[config.mk]
export PLATFORM = sky130hd
export DESIGN_NAME = cpu_check_monitor
export DESIGN_NICKNAME = d
export VERILOG_FILES = /design/src/rtl/cpu_check_monitor.sv
export SDC_FILE = /design/constraint.sdc
export NUM_CORES = 1
export LEC_CHECK = 0
export CAP_MARGIN = 20
export CORE_MARGIN = 10
export CORE_UTILIZATION = 55
export DETAILED_ROUTE_END_ITERATION = 7
export HOLD_SLACK_MARGIN = 0.15
export PLACE_DENSITY_LB_ADDON = 0.12
export SETUP_SLACK_MARGIN = 0.05
export SLEW_MARGIN = 15
export SYNTH_ARGS = -nofsm -noshare
export SYNTH_HDL_FRONTEND = slang
export SYNTH_SLANG_ARGS = --single-unit
[constraint.sdc]
create_clock -name clk -period 4.6 [get_ports clk]
set_input_delay 0.92 -clock clk [delete_from_list [all_inputs] [get_ports clk]]
set_output_delay 0.92 -clock clk [all_outputs]
set_load 0.02 [all_outputs]
[src/rtl/cpu_check_monitor.sv]
// ============================================================================
// Module   : cpu_check_monitor
// Brief    : Record counters, error latch and sticky streak alarm downstream of
//            the trace-line checker. Optional macro CPU_MON_ERRCLS_EN adds the
//            per-error-class counters e0..e3 (read-back selects 4..7).
// Revision : 1.0
// ============================================================================
`default_nettype none

module cpu_check_monitor #(
  parameter int CNT_W    = 16,
  parameter int ALARM_TH = 3
) (
  input  logic             clk,
  input  logic             reset,
  input  logic [1:0]       format_type,
  input  logic [3:0]       error_code,
  input  logic             clr,
  input  logic [2:0]       sel,
  output logic [CNT_W-1:0] rd_data,
  output logic             rec_valid,
  output logic [3:0]       last_err,
  output logic             alarm
);

  localparam logic [7:0] C_TH = 8'(ALARM_TH);

  function automatic logic [CNT_W-1:0] sat_inc(input logic [CNT_W-1:0] v);
    return (&v) ? v : v + 1'b1;
  endfunction

  logic [1:0]       prev_ft_q;
  logic [CNT_W-1:0] tot_q, tot_d, regc_q, regc_d, memc_q, memc_d, errc_q, errc_d;
  logic [7:0]       streak_q, streak_d;
  logic [3:0]       last_err_q, last_err_d;
  logic             alarm_q, alarm_d;
  logic             rec_valid_q;
  logic [CNT_W-1:0] rd_data_q, rd_data_d;
  logic             w_accept;
  logic             w_err;

  // Rising-level detect: 11 also updates prev_ft, so 11->01 is never a record.
  assign w_accept = ((format_type == 2'b01) || (format_type == 2'b10)) &&
                    (prev_ft_q == 2'b00);
  assign w_err    = (error_code != 4'd0);

  always_comb begin
    tot_d      = tot_q;
    regc_d     = regc_q;
    memc_d     = memc_q;
    errc_d     = errc_q;
    streak_d   = streak_q;
    last_err_d = last_err_q;
    alarm_d    = alarm_q;
    if (clr) begin
      tot_d      = '0;
      regc_d     = '0;
      memc_d     = '0;
      errc_d     = '0;
      streak_d   = '0;
      last_err_d = '0;
      alarm_d    = 1'b0;
    end else if (w_accept) begin
      tot_d = sat_inc(tot_q);
      if (format_type == 2'b01) regc_d = sat_inc(regc_q);
      if (format_type == 2'b10) memc_d = sat_inc(memc_q);
      if (w_err) begin
        errc_d     = sat_inc(errc_q);
        last_err_d = error_code;
        streak_d   = (streak_q >= C_TH) ? C_TH : streak_q + 8'd1;
      end else begin
        streak_d   = '0;
      end
      alarm_d = alarm_q | (streak_d == C_TH);
    end
  end

`ifdef CPU_MON_ERRCLS_EN
  logic [CNT_W-1:0] ecls_q [4];
  logic [CNT_W-1:0] ecls_d [4];

  always_comb begin
    for (int k = 0; k < 4; k++) begin
      ecls_d[k] = ecls_q[k];
      if (clr)
        ecls_d[k] = '0;
      else if (w_accept && error_code[k])
        ecls_d[k] = sat_inc(ecls_q[k]);
    end
  end

  always_ff @(posedge clk or negedge reset) begin
    if (!reset) begin
      for (int k = 0; k < 4; k++) ecls_q[k] <= '0;
    end else begin
      for (int k = 0; k < 4; k++) ecls_q[k] <= ecls_d[k];
    end
  end
`endif

  always_comb begin
    rd_data_d = '0;
    case (sel)
      3'd0:    rd_data_d = tot_q;
      3'd1:    rd_data_d = regc_q;
      3'd2:    rd_data_d = memc_q;
      3'd3:    rd_data_d = errc_q;
`ifdef CPU_MON_ERRCLS_EN
      3'd4:    rd_data_d = ecls_q[0];
      3'd5:    rd_data_d = ecls_q[1];
      3'd6:    rd_data_d = ecls_q[2];
      3'd7:    rd_data_d = ecls_q[3];
`endif
      default: rd_data_d = '0;
    endcase
  end

  always_ff @(posedge clk or negedge reset) begin
    if (!reset) begin
      prev_ft_q   <= 2'b00;
      tot_q       <= '0;
      regc_q      <= '0;
      memc_q      <= '0;
      errc_q      <= '0;
      streak_q    <= '0;
      last_err_q  <= '0;
      alarm_q     <= 1'b0;
      rec_valid_q <= 1'b0;
      rd_data_q   <= '0;
    end else begin
      prev_ft_q   <= format_type;
      tot_q       <= tot_d;
      regc_q      <= regc_d;
      memc_q      <= memc_d;
      errc_q      <= errc_d;
      streak_q    <= streak_d;
      last_err_q  <= last_err_d;
      alarm_q     <= alarm_d;
      rec_valid_q <= w_accept & ~clr;
      rd_data_q   <= rd_data_d;
    end
  end

  assign rd_data   = rd_data_q;
  assign rec_valid = rec_valid_q;
  assign last_err  = last_err_q;
  assign alarm     = alarm_q;

endmodule

`default_nettype wire

; Word-level counts from Yosys, hierarchy flattened
; Cells that the tools add are included.
[totals]
ramBits = 0
latchBits = 0
elab_cells = 74
mem_bits_ro = 0
ff_bits = 96
out_inout_bits = 22
mem_count = 0
[classes]
n_lt_le_gt_ge = 1
n_eq_ne = 10
mul = 0
n_bitwise = 3
muxes = 27
n_shift = 0
addsub = 5
n_reduce_logical = 18
div_mod_pow = 0
[ops]
columns = op, count
row1 = $mux W16, 15
row2 = $add A16 B1 Y16 const B, 4
row3 = $pmux W16 S4, 1
row4 = $reduce_and A16 Y1, 4
row5 = $mux W8, 6
row6 = $mux W4, 3
row7 = $reduce_and A3 Y1, 3
row8 = $add A8 B1 Y8 const B, 1
row9 = $eq A8 B2 Y1 const B, 1
row10 = $ge A8 B2 Y1 const B, 1
row11 = $ne A2 B2 Y1 const B, 4
row12 = $reduce_bool A2 Y1, 4
row13 = $eq A3 B2 Y1 const B, 2
row14 = $reduce_and A2 Y1, 2
row15 = $reduce_bool A4 Y1, 1
row16 = $eq A3 B1 Y1 const B, 1
row17 = $logic_not A3 Y1, 1
row18 = $eq A2 B1 Y1 const B, 1
row19 = $eq A2 B2 Y1 const B, 1
row20 = $logic_not A2 Y1, 1
row21 = $mux W1, 2
row22 = $and A1 B1 Y1, 1
row23 = $logic_and A1 B1 Y1, 1
row24 = $logic_or A1 B1 Y1, 1
row25 = other kinds (2), 2

; Longest topological paths before layout
; Gate-level depths: netlist of run 1.
[logic_depth]
word_depth = 9
mapped_depth = 8
mapped_depth_nobuf = 7

; Worst setup path after synthesis of run 1
; Ideal clock, no wire load.
[synth_timing]
kind = input to register
startpoint = input format_type[0]
endpoint = register errc_q[11]
cell_stages = 8
setup_slack_ns = 1.630
setup_ns = 0.132
arrival_time_ns = 2.838
cell_sequence = inv_1 -> ha_1 -> or3_1 -> clkbuf_2 -> or4_4 -> a2111oi_2 -> xnor2_1 -> nor2_1
[synth_via]
elab_chain_len = 5
[synth_lines]
columns = element, line
row1 = from (decl), 16  ; input logic [1:0] format_type,
row2 = $eq A2 B1 Y1 or $eq A2 B2 Y1 (tied branches), 43  ; assign w_accept = ((format_type == 2'b01) || (format_type == 2'b10)) &&
row3 = $logic_or A1 B1 Y1 (*), 43
row4 = $logic_and A1 B1 Y1 (*), 43
row5 = $reduce_bool A2 Y1 (no source line) (*), -
row6 = $reduce_and A3 Y1 (no source line) (*), -
row7 = to (signal assigned), 135  ; errc_q <= errc_d;
row8 = to (decl), 33  ; logic [CNT_W-1:0] tot_q, tot_d, regc_q, regc_d, memc_q, memc_d, errc_q, errc_d;
; Every way passes the cells marked *; elsewhere a longest branch is shown, timed or not.
; A chain may end at the register's enable or synchronous reset.

; Final worst setup path of run 1
[layout_timing]
startpoint = input format_type[0]
endpoint = register regc_q[15]
[layout_via]
elab_chain_len = 5
[layout_lines]
columns = element, line
row1 = $eq A2 B1 Y1 or $eq A2 B2 Y1 (tied branches), "43, 65"
row2 = $logic_or A1 B1 Y1, 43
row3 = $logic_and A1 B1 Y1, 43
row4 = $reduce_bool A2 Y1 (no source line), -
row5 = $reduce_and A3 Y1 (no source line) (*), -
row6 = to (signal assigned), 133  ; regc_q <= regc_d;
row7 = to (decl), 33
; Marked as above.

==> out/metrics.cfg, run 1 <==
[run_status]
outcome = finished, final reports clean

[yosys]
ys_seq_area_frac = 0.480
synth_cell_types = 49
avgSynthCellArea_um2 = 10.2
synth_seq_cells = 96
syn-cell-area_um2 = 5000
async_flop_share = 1.00
synth_edf_count = 0
yosysWarnings = 0
synthCells = 492
synth_nets = 511
synth_ff_type = dfrtp_1

[min_path]
min-delay-start = streak_q[1]$_DFFE_PN0P_
min_to = streak_q[1]$_DFFE_PN0P_
holdPathStages = 2
min_path_type = reg2reg

[route]
drtPass1Iterations = 5
wl_per_cell_um = 18.5
vias = 3886
dr.first_iter.drc_count = 258
drt-total-wl_um = 11700
drcViolationCount = 0
drtAntennaViolNets = 0
routed_via_density = 6.13

[worst_setup_path]
critPathRequiredTime_ns = 4.82
crit_type = in2reg
cp-start-kind = primary input
rrSetupSlack_ns = 2.13
cp.arrival_ns = 3.67
startpoint = format_type[0]
cp_max_fo = 9
cp-end-kind = flop
r2r-start = prev_ft_q[1]$_DFF_PN0_
reg2reg_to = regc_q[15]$_DFFE_PN0P_
reg2regPathDepth = 5

[layout]
final_cell_mix = 96 x dfrtp_1, 66 x nor2_1, 40 x xnor2_1
drive_gt1_frac = 0.0932
area_growth_pct = 13.0
nets = 540
fin_cells = 634
final_common_cell = dfrtp_1
diodes = 0

[placement]
port_buffers = 33
dp_cells = 618
dpl.hpwl_um = 8290
gp_congestion = 0.929

[cts]
cts_hold_buf = 0
cts_tree = built
clk_path_buf_depth = 2
clk_pin_slew_worst_paths_ns = 0.10
cts-root-buf = clkbuf_8
post_cts_buffers = 0
cts_resized = 0
cts_buffers = 9
clkLatencyLatePin_ns = 0.35
htree_num_levels = 3
tritoncts_num_sinks = 96

[die]
die_area_um2 = 13300
core_um2 = 8810
io_pins = 34
die_h_um = 115
die_w_um = 115
start_util = 0.568
rows = 34

[timing]
fin_crit_ns = 3.45
final.setup_skew_ns = 0.00699
max_freq_ghz = 0.289
slew_viol_final = 0
slew_headroom = 0.341
tightest_slew_ns = 0.986
rsz0062_at_grt = no
setup_tns_ns = 0
timing.final.crit_share = 0.751
setup_viol = 0
finalHoldViolations = 0

[global_route]
grt_pass1_vias = 3888
grt_pass1_wl_um = 19500
grt_max_degree = 80
gr-total-overflow = 0
grt.total_usage = 0.184
antenna_found_initial = 0

[pwr]
p_leak_nw = 2.26
vdd_drop_max_v = 0.000173
p_per_area_nw_per_um2 = 281

[flow_run]
maxCapViolCount = 0

## power breakdown
part	total (W)	switching, W	leakage (nW)	internal (W)
Sequential	0.000855	0.00000612	1.33	0.000849
Combinational	0.0000854	0.0000574	0.802	0.0000280
Clock	0.000646	0.000305	0.121	0.000341
## layer usage
| layer | vias up | routed length [µm] | GRT usage |
|---|---|---|---|
| li1 | 1834 | - | - |
| met1 | 1911 | 5170 | 0.242 |
| met2 | 128 | 5650 | 0.296 |
| met3 | 13 | 739 | 0.0443 |
| met4 | 0 | 193 | 0.0566 |
| met5 | - | 0 | 0 |
## worst max-delay path, cell delays in order
cell and delay (ns):
clkdlybuf4s50_1 0.50, inv_1 0.05, ha_1 0.35, nor4b_2 0.83
nand4_1 0.37, nor4bb_1 0.44, xnor2_1 0.16, nor2_1 0.05
## Yosys cell counts, drive strengths merged, types with 4 or more instances
cell type   n  area, µm²
a22oi       4       30.0
nor2       66        248
nand3      23        115
o21ai      16       80.1
nor4       13       81.3
clkbuf     17       65.1
mux4       16        360
or3         7       43.8
ha          7       87.6
a21oi      27        135
nor2b      21        131
and2        9       56.3
and4        4       35.0
inv        10       37.5
dfrtp      96       2400
xnor2      40        350
a211oi      4       30.0
nand2      22       82.6
or4         4       33.8
and3        6       37.5
nor3       21        105
nand4      17        106
## final cells by class
class                           count  area [µm²]
Clock buffer                       11         151
Inverter                           10        37.5
Sequential cell                    96        2400
Fill cell                         731        3150
Clock inverter                      5        86.3
Multi-Input combinational cell    366        2490
Timing Repair Buffer               38         355
Tap cell                          108         135
## stage by stage
step,hold WS [ns],cell area (µm²),worst slack (ns),util,power (W)
floorplan,0.443,5000,1.63,-,0.000915
detailed placement,0.464,5420,0.888,0.616,0.000959
global route,0.522,5660,0.964,0.642,0.00164
CTS,0.489,5660,1.18,0.643,0.00160
global placement,0.454,5420,0.972,0.616,0.000957
finish,0.485,5660,1.15,0.642,0.00159
## flip-flops by register name (all words and copies together), names as in the netlist
register	cells
streak_q	8
tot_q	16
memc_q	16
rec_valid	1
rd_data	16
errc_q	16
regc_q	16
alarm	1
prev_ft_q	2
last_err	4
## kinds of logic (layout without fill, tap and decap cells)
group | count (synthesis) | in the layout | share of synthesized area
buffers and inverters | 30 | 64 | 0.0228
adder cells (fa/ha/maj) | 7 | 7 | 0.0175
AO/OA/AOI/OAI | 68 | 68 | 0.0835
AND/OR/NAND/NOR | 228 | 228 | 0.240
flip-flops | 96 | 96 | 0.480
multiplexers | 22 | 22 | 0.0848
XOR/XNOR | 41 | 41 | 0.0718
## worst max-delay path by stage
stage	endpoint	slack [ns]	depth (start not counted)
finish	regc_q[15]$_DFFE_PN0P_	1.15	8
global route	regc_q[15]$_DFFE_PN0P_	0.96	8
CTS	regc_q[15]$_DFFE_PN0P_	1.18	8
detailed placement	errc_q[11]$_DFFE_PN0P_	0.89	8
global placement	errc_q[11]$_DFFE_PN0P_	0.97	8
floorplan	errc_q[11]$_DFFE_PN0P_	1.63	8
Note: power is estimated with default switching activity, not from simulation.
==> run 2, diff against run 1 <==
==> constraint.sdc (replaced) <==
create_clock -name clk -period 3.5 [get_ports clk]
set_input_delay 0.7 -clock clk [delete_from_list [all_inputs] [get_ports clk]]
set_output_delay 0.7 -clock clk [all_outputs]
set_load 0.02 [all_outputs]
==> run 2 against run 1 <==
Via count is 0.46% higher. Cell count is 0.63% higher. Clock power is 26% higher. Total power is 30% higher. First-iteration DRC count is 39% higher. Global-route usage hardly changed. Sequential power is 31% higher. Sequential share of layout area is 0.25 points lower. Critical path type unchanged. Largest power group unchanged. Highest routed layer unchanged.
==> out/metrics.cfg, run 2 (same netlist as run 1, synthesis figures left out) <==
[worst_setup_path]
r2r-start = regc_q[0]$_DFFE_PN0P_
cp.depth = 8
cp-end-kind = flop
cp_top_family = simple AND/OR/NAND/NOR gates
crit_type = in2reg
critPathRequiredTime_ns = 3.75
cpMaxStageDelayCell = or4b_1
reg2regPathDepth = 5
startpoint = format_type[0]
cp.arrival_ns = 3.40
crit_end = memc_q[11]$_DFFE_PN0P_
slowest_delay_ns = 0.56
rrSetupSlack_ns = 1.03
reg2reg_to = regc_q[2]$_DFFE_PN0P_
critical_path_buf_inv_count = 2
crit_chain = clkdlybuf4s50_1 > inv_1 > ha_1 > or4b_1 > nor4_1 > o21ai_1 > nor3_1 > mux2_2
cp-start-kind = primary input
cp_max_fo = 7

[pwr]
vdd_drop_max_v = 0.000161
p_leak_nw = 2.28
p_per_area_nw_per_um2 = 361

[timing]
rsz0062_at_grt = no
final.setup_skew_ns = 0.0142
tightest_slew_ns = 0.907
setup_tns_ns = 0
timing.final.crit_share = 0.900
setup_viol = 0
fin_crit_ns = 3.15
max_freq_ghz = 0.317
finalHoldViolations = 0
slew_viol_final = 0
slew_headroom = 0.390

[cts]
cts-root-buf = clkbuf_8
cts_buffers = 9
post_cts_buffers = 0
clk_pin_slew_worst_paths_ns = 0.10
cts_tree = built
cts_hold_buf = 0
tritoncts_num_sinks = 96
clkLatencyLatePin_ns = 0.36
cts_resized = 0
clk_path_buf_depth = 2
htree_num_levels = 3

[placement]
gp_congestion = 0.874
dpl.hpwl_um = 8370
port_buffers = 33

[global_route]
grt.total_usage = 0.184
grt_pass1_vias = 3815
antenna_found_initial = 0
grt_max_degree = 55
gr-total-overflow = 0
grt_pass1_wl_um = 19600

[layout]
fill_cells = 708
drive_gt1_frac = 0.0981
final_util = 0.646
multiInputGateArea_um2 = 2490
nets = 544
final_common_cell = dfrtp_1
diodes = 0
seqCellArea_um2 = 2400
final_cell_mix = 96 x dfrtp_1, 66 x nor2_1, 40 x xnor2_1
area_growth_pct = 13.7

[die]
die_area_um2 = 13300
die_h_um = 115
core_um2 = 8810
start_util = 0.568
rows = 34
io_pins = 34
die_w_um = 115

[route]
dr.first_iter.drc_count = 358
met1Wirelength_um = 5200
top_layer_used = met4
drcViolationCount = 0
drtAntennaViolNets = 0
drtPass1Iterations = 5
route.met2.wl_um = 5470
drt-total-wl_um = 11400
wl_per_cell_um = 17.9
vias = 3904
met3_length_um = 630
routed_via_density = 6.12

[run_status]
outcome = finished, final reports clean

[min_path]
min_path_type = in2async

[flow_run]
maxCapViolCount = 0

==> run 2: report_power, final <==
group,total (W),internal (W),switching [W]
clock network,0.000816,0.000412,0.000404
logic,0.000117,0.0000413,0.0000754
registers,0.00112,0.00112,0.00000809
==> run 2: how the worst min path moves through the flow <==
stage / start / to / slack, ns
after floorplan: reset / alarm$_DFFE_PN0P_ / 0.40
after global placement: streak_q[1]$_DFFE_PN0P_ / streak_q[1]$_DFFE_PN0P_ / 0.46
after detailed placement: streak_q[1]$_DFFE_PN0P_ / streak_q[1]$_DFFE_PN0P_ / 0.48
after CTS: reset / streak_q[5]$_DFFE_PN0P_ / 0.33
after global routing: reset / streak_q[5]$_DFFE_PN0P_ / 0.35
final: reset / streak_q[2]$_DFFE_PN0P_ / 0.31
==> run 2: cell type report <==
class / count / area share
Multi-Input combinational cell: 366 / 0.437
Timing Repair Buffer: 42 / 0.0708
Inverter: 10 / 0.00660
Clock inverter: 7 / 0.0176
Sequential cell: 96 / 0.422
Tap cell: 108 / 0.0238
Clock buffer: 9 / 0.0218
==> run 2: per-stage QoR <==
stage / hold slack (ns) / instance area [µm²] / instances / setup WS (ns) / power, W
after floorplan: 0.404 / 5000 / 492 / 0.750 / 0.00120
after global placement: 0.457 / 5470 / 622 / 0.113 / 0.00126
after detailed placement: 0.479 / 5470 / 622 / 0.0452 / 0.00127
after CTS: 0.332 / 5690 / 638 / 0.422 / 0.00208
after global routing: 0.349 / 5690 / 638 / 0.232 / 0.00213
final: 0.309 / 5690 / 638 / 0.349 / 0.00206
==> run 2: routing by layer <==
metal | vias up | GRT usage
met4 | 0 | 0.0549
met3 | 13 | 0.0240
li1 | 1842 | -
met5 | - | 0
met1 | 1915 | 0.255
met2 | 134 | 0.295
==> patch, RTL diff (flow settings as in run 2) <==
The parameter `CNT_W` goes from 16 to 32.
--- a/src/rtl/cpu_check_monitor.sv
+++ b/src/rtl/cpu_check_monitor.sv
@@ -8,7 +8,7 @@
 `default_nettype none
 
 module cpu_check_monitor #(
-  parameter int CNT_W    = 16,
+  parameter int CNT_W    = 32,
   parameter int ALARM_TH = 3
 ) (
   input  logic             clk,
Ports: changed (resized rd_data); port bits go from 34 to 50. No check against the original RTL was run, so the function may have changed too.
==> patch against run 2 <==
  * Area after synthesis rose by 84%
  * Cell count rose by 99%
  * Non-clock buffer count rose by 44
  * Worst setup slack improved by 0.062 ns
  * Clock power rose by 150%
  * Total power rose by 110%
  * Core utilization rose by 0.12 points
  * Synthesized cell count rose by 100%
  * Register-to-register slack got worse by 0.33 ns
  * Wire length rose by 120%
  * Design area rose by 87%
  * Sequential cell count rose by 80
  * Global-route usage rose by 4.9 points
  * Sequential power rose by 84%
==> patch: results (changes against run 2) <==
Parameter                              Value

Routing
  Drt pass-1 iters    5 (unchanged)
  Number of routed nets with antenna violations    0 (unchanged)
  Drt wl/cell    20.0 um (+11%)
  First-iteration detailed-routing DRC count    700 (+96%)
  Total via count after detailed routing    8242 (+110%)
  Per-cell via count in the routed design    6.48 (+5.9%)

Place
  Post-Place Worst Slack    -0.0121 ns (-0.0573 ns)
  Cell total after placement    1241 (+100%)
  Placed wire-length estimate after detailed placement    17800 um (+110%)
  Number of buffer cells added on primary ports    49 (+48%)
  RD Place Congestion    0.875 (about the same)
  Placed cell areas    10000 um2 (+84%)

Setup path
  Critical path data arrival time    3.44 ns (+0.04 ns)
  Longest individual stage delay on the worst path    0.73 ns (+0.17 ns)
  Worst reg-to-reg setup slack    0.70 ns (-0.33 ns)
  Worst Setup EP    memc_q[12]
  CP max FO    7 (unchanged)
  Slowest cell on the critical path    or4b_2
  Worst R2R Start    tot_q[0]
  Worst R2R Path Depth    7 (+2)
  Beginning of the critical path    format_type[0]
  Capture instance of the worst register-to-register path    tot_q[15]

Finish
  FILL cells    1398 (+97%)
  Net count of the finished layout    1059 (+95%)
  Fraction of final layout cells with drive strength greater than 1    10.3% (+0.45 points)
  Antenna diodes    0 (unchanged)

Clocking
  Cts bufs inserted    17 (+8)
  Number of levels in the clock H-tree    4 (+1)
  Root cell of the clock tree    clkbuf_16
  Insertion delay to the later sink of the worst-skew pair    0.44 ns (+0.08 ns)
  Number of buffers on the longest clock path    2 (unchanged)
  Clock slew at reported path FFs    0.07 ns (-0.03 ns)

GRT
  First-pass GRT wire length    41600 um (+110%)
  Total routing usage reported by global routing    23.2% (+4.9 points)
  Number of antenna violations at the first check in global routing    0 (unchanged)
  Via count of the first global-routing pass    7640 (+100%)
  Pin count of the biggest net entering global routing    81 (+47%)

Synth
  Number of distinct library cells after synthesis    57 (+16%)
  Portion of the post-synthesis area used by sequential elements    47.9% (-0.069 points)
  Most instantiated flip-flop cell in the synthesis netlist    dfrtp_1
  Fraction of registers with async set or reset after synthesis    100% (unchanged)
  Synthesis warning total    0 (unchanged)
  Most instantiated cells after synthesis    176 x dfrtp_1, 97 x a21oi_1, 90 x nand2_1
  Largest cells by area after synthesis    dfrtp_1 48%, a21oi_1 5.3%, a22oi_1 5.2%, or3_1 4.2%, nand2_1 3.7%
  Mean instance size in the synthesized netlist    9.27 um2 (-8.9%)
  Syn nets    1010 (+98%)

Outcome
  Outcome    completed

STA
  Measured slew at the worst slew-check pin    0.935 ns (+0.0276 ns)
  Skew final    0.0118 ns (-0.00242 ns)
  Min setup slack post-route    0.411 ns (+0.0616 ns)

Min path
  Type of the most critical hold path    primary input to async pin

Pwr
  Maximum resistive drop on vdd    0.349 mV (+120%)
  Static leakage    4.22 nW (+86%)
-- patch: changes by cell type in the layout (fill, tap and decap cells not counted), moves of 48 or more --
cell     change
nand2_1     +68
o21ai_0     +48
or3_1       +55
a21oi_1     +70
dfrtp_1     +80
a22oi_1     +60
-- patch: routing by layer --
metal	share of wire, %	global-route usage, %	vias to the layer above
met1	45	32.7	4039
met3	5.9	3.79	51
li1	-	-	3860
met4	2.9	9.27	0
met2	46	35.1	292
met5	0	0	-
-- patch: cell families (layout without fill, tap and decap cells) --
kind of cell	count (synthesis)	after routing	share of synthesized area, %
mux	16	16	1.93
flops	176	176	47.9
simple gates	428	428	26.3
fa+ha+maj	7	7	0.953
buf+inv	72	133	3.08
compound gates	283	283	18.9
xor+xnor	9	9	0.858
-- patch: layout make-up --
type / instances / area (um2) / area share (%)
Multi-Input combinational cell: 743 / 4510 / 42.4
Sequential cell: 176 / 4400 / 41.3
Tap cell: 220 / 275 / 2.58
Inverter: 16 / 60.1 / 0.564
Timing Repair Buffer: 86 / 779 / 7.31
Clock inverter: 9 / 130 / 1.22
Clock buffer: 22 / 494 / 4.64
-- patch: worst min-delay path by stage --
stage / to / slack (ns) / cells past startpoint
after global placement: streak_q[4] / 0.47 / 1
final: rec_valid / 0.25 / 1
after floorplan: alarm / 0.40 / 0
after detailed placement: streak_q[5] / 0.47 / 1
after CTS: rec_valid / 0.26 / 1
after global routing: last_err[0] / 0.28 / 1
-- patch: where the power goes --
| part | leakage (nW) | internal (mW) | switching (mW) | total (mW) |
|---|---|---|---|---|
| Sequential | 2.45 | 2.05 | 0.0142 | 2.06 |
| Combinational | 1.46 | 0.0555 | 0.139 | 0.194 |
| Clock | 0.308 | 1.21 | 0.809 | 2.02 |
| Total | 4.22 | 3.31 | 0.962 | 4.28 |
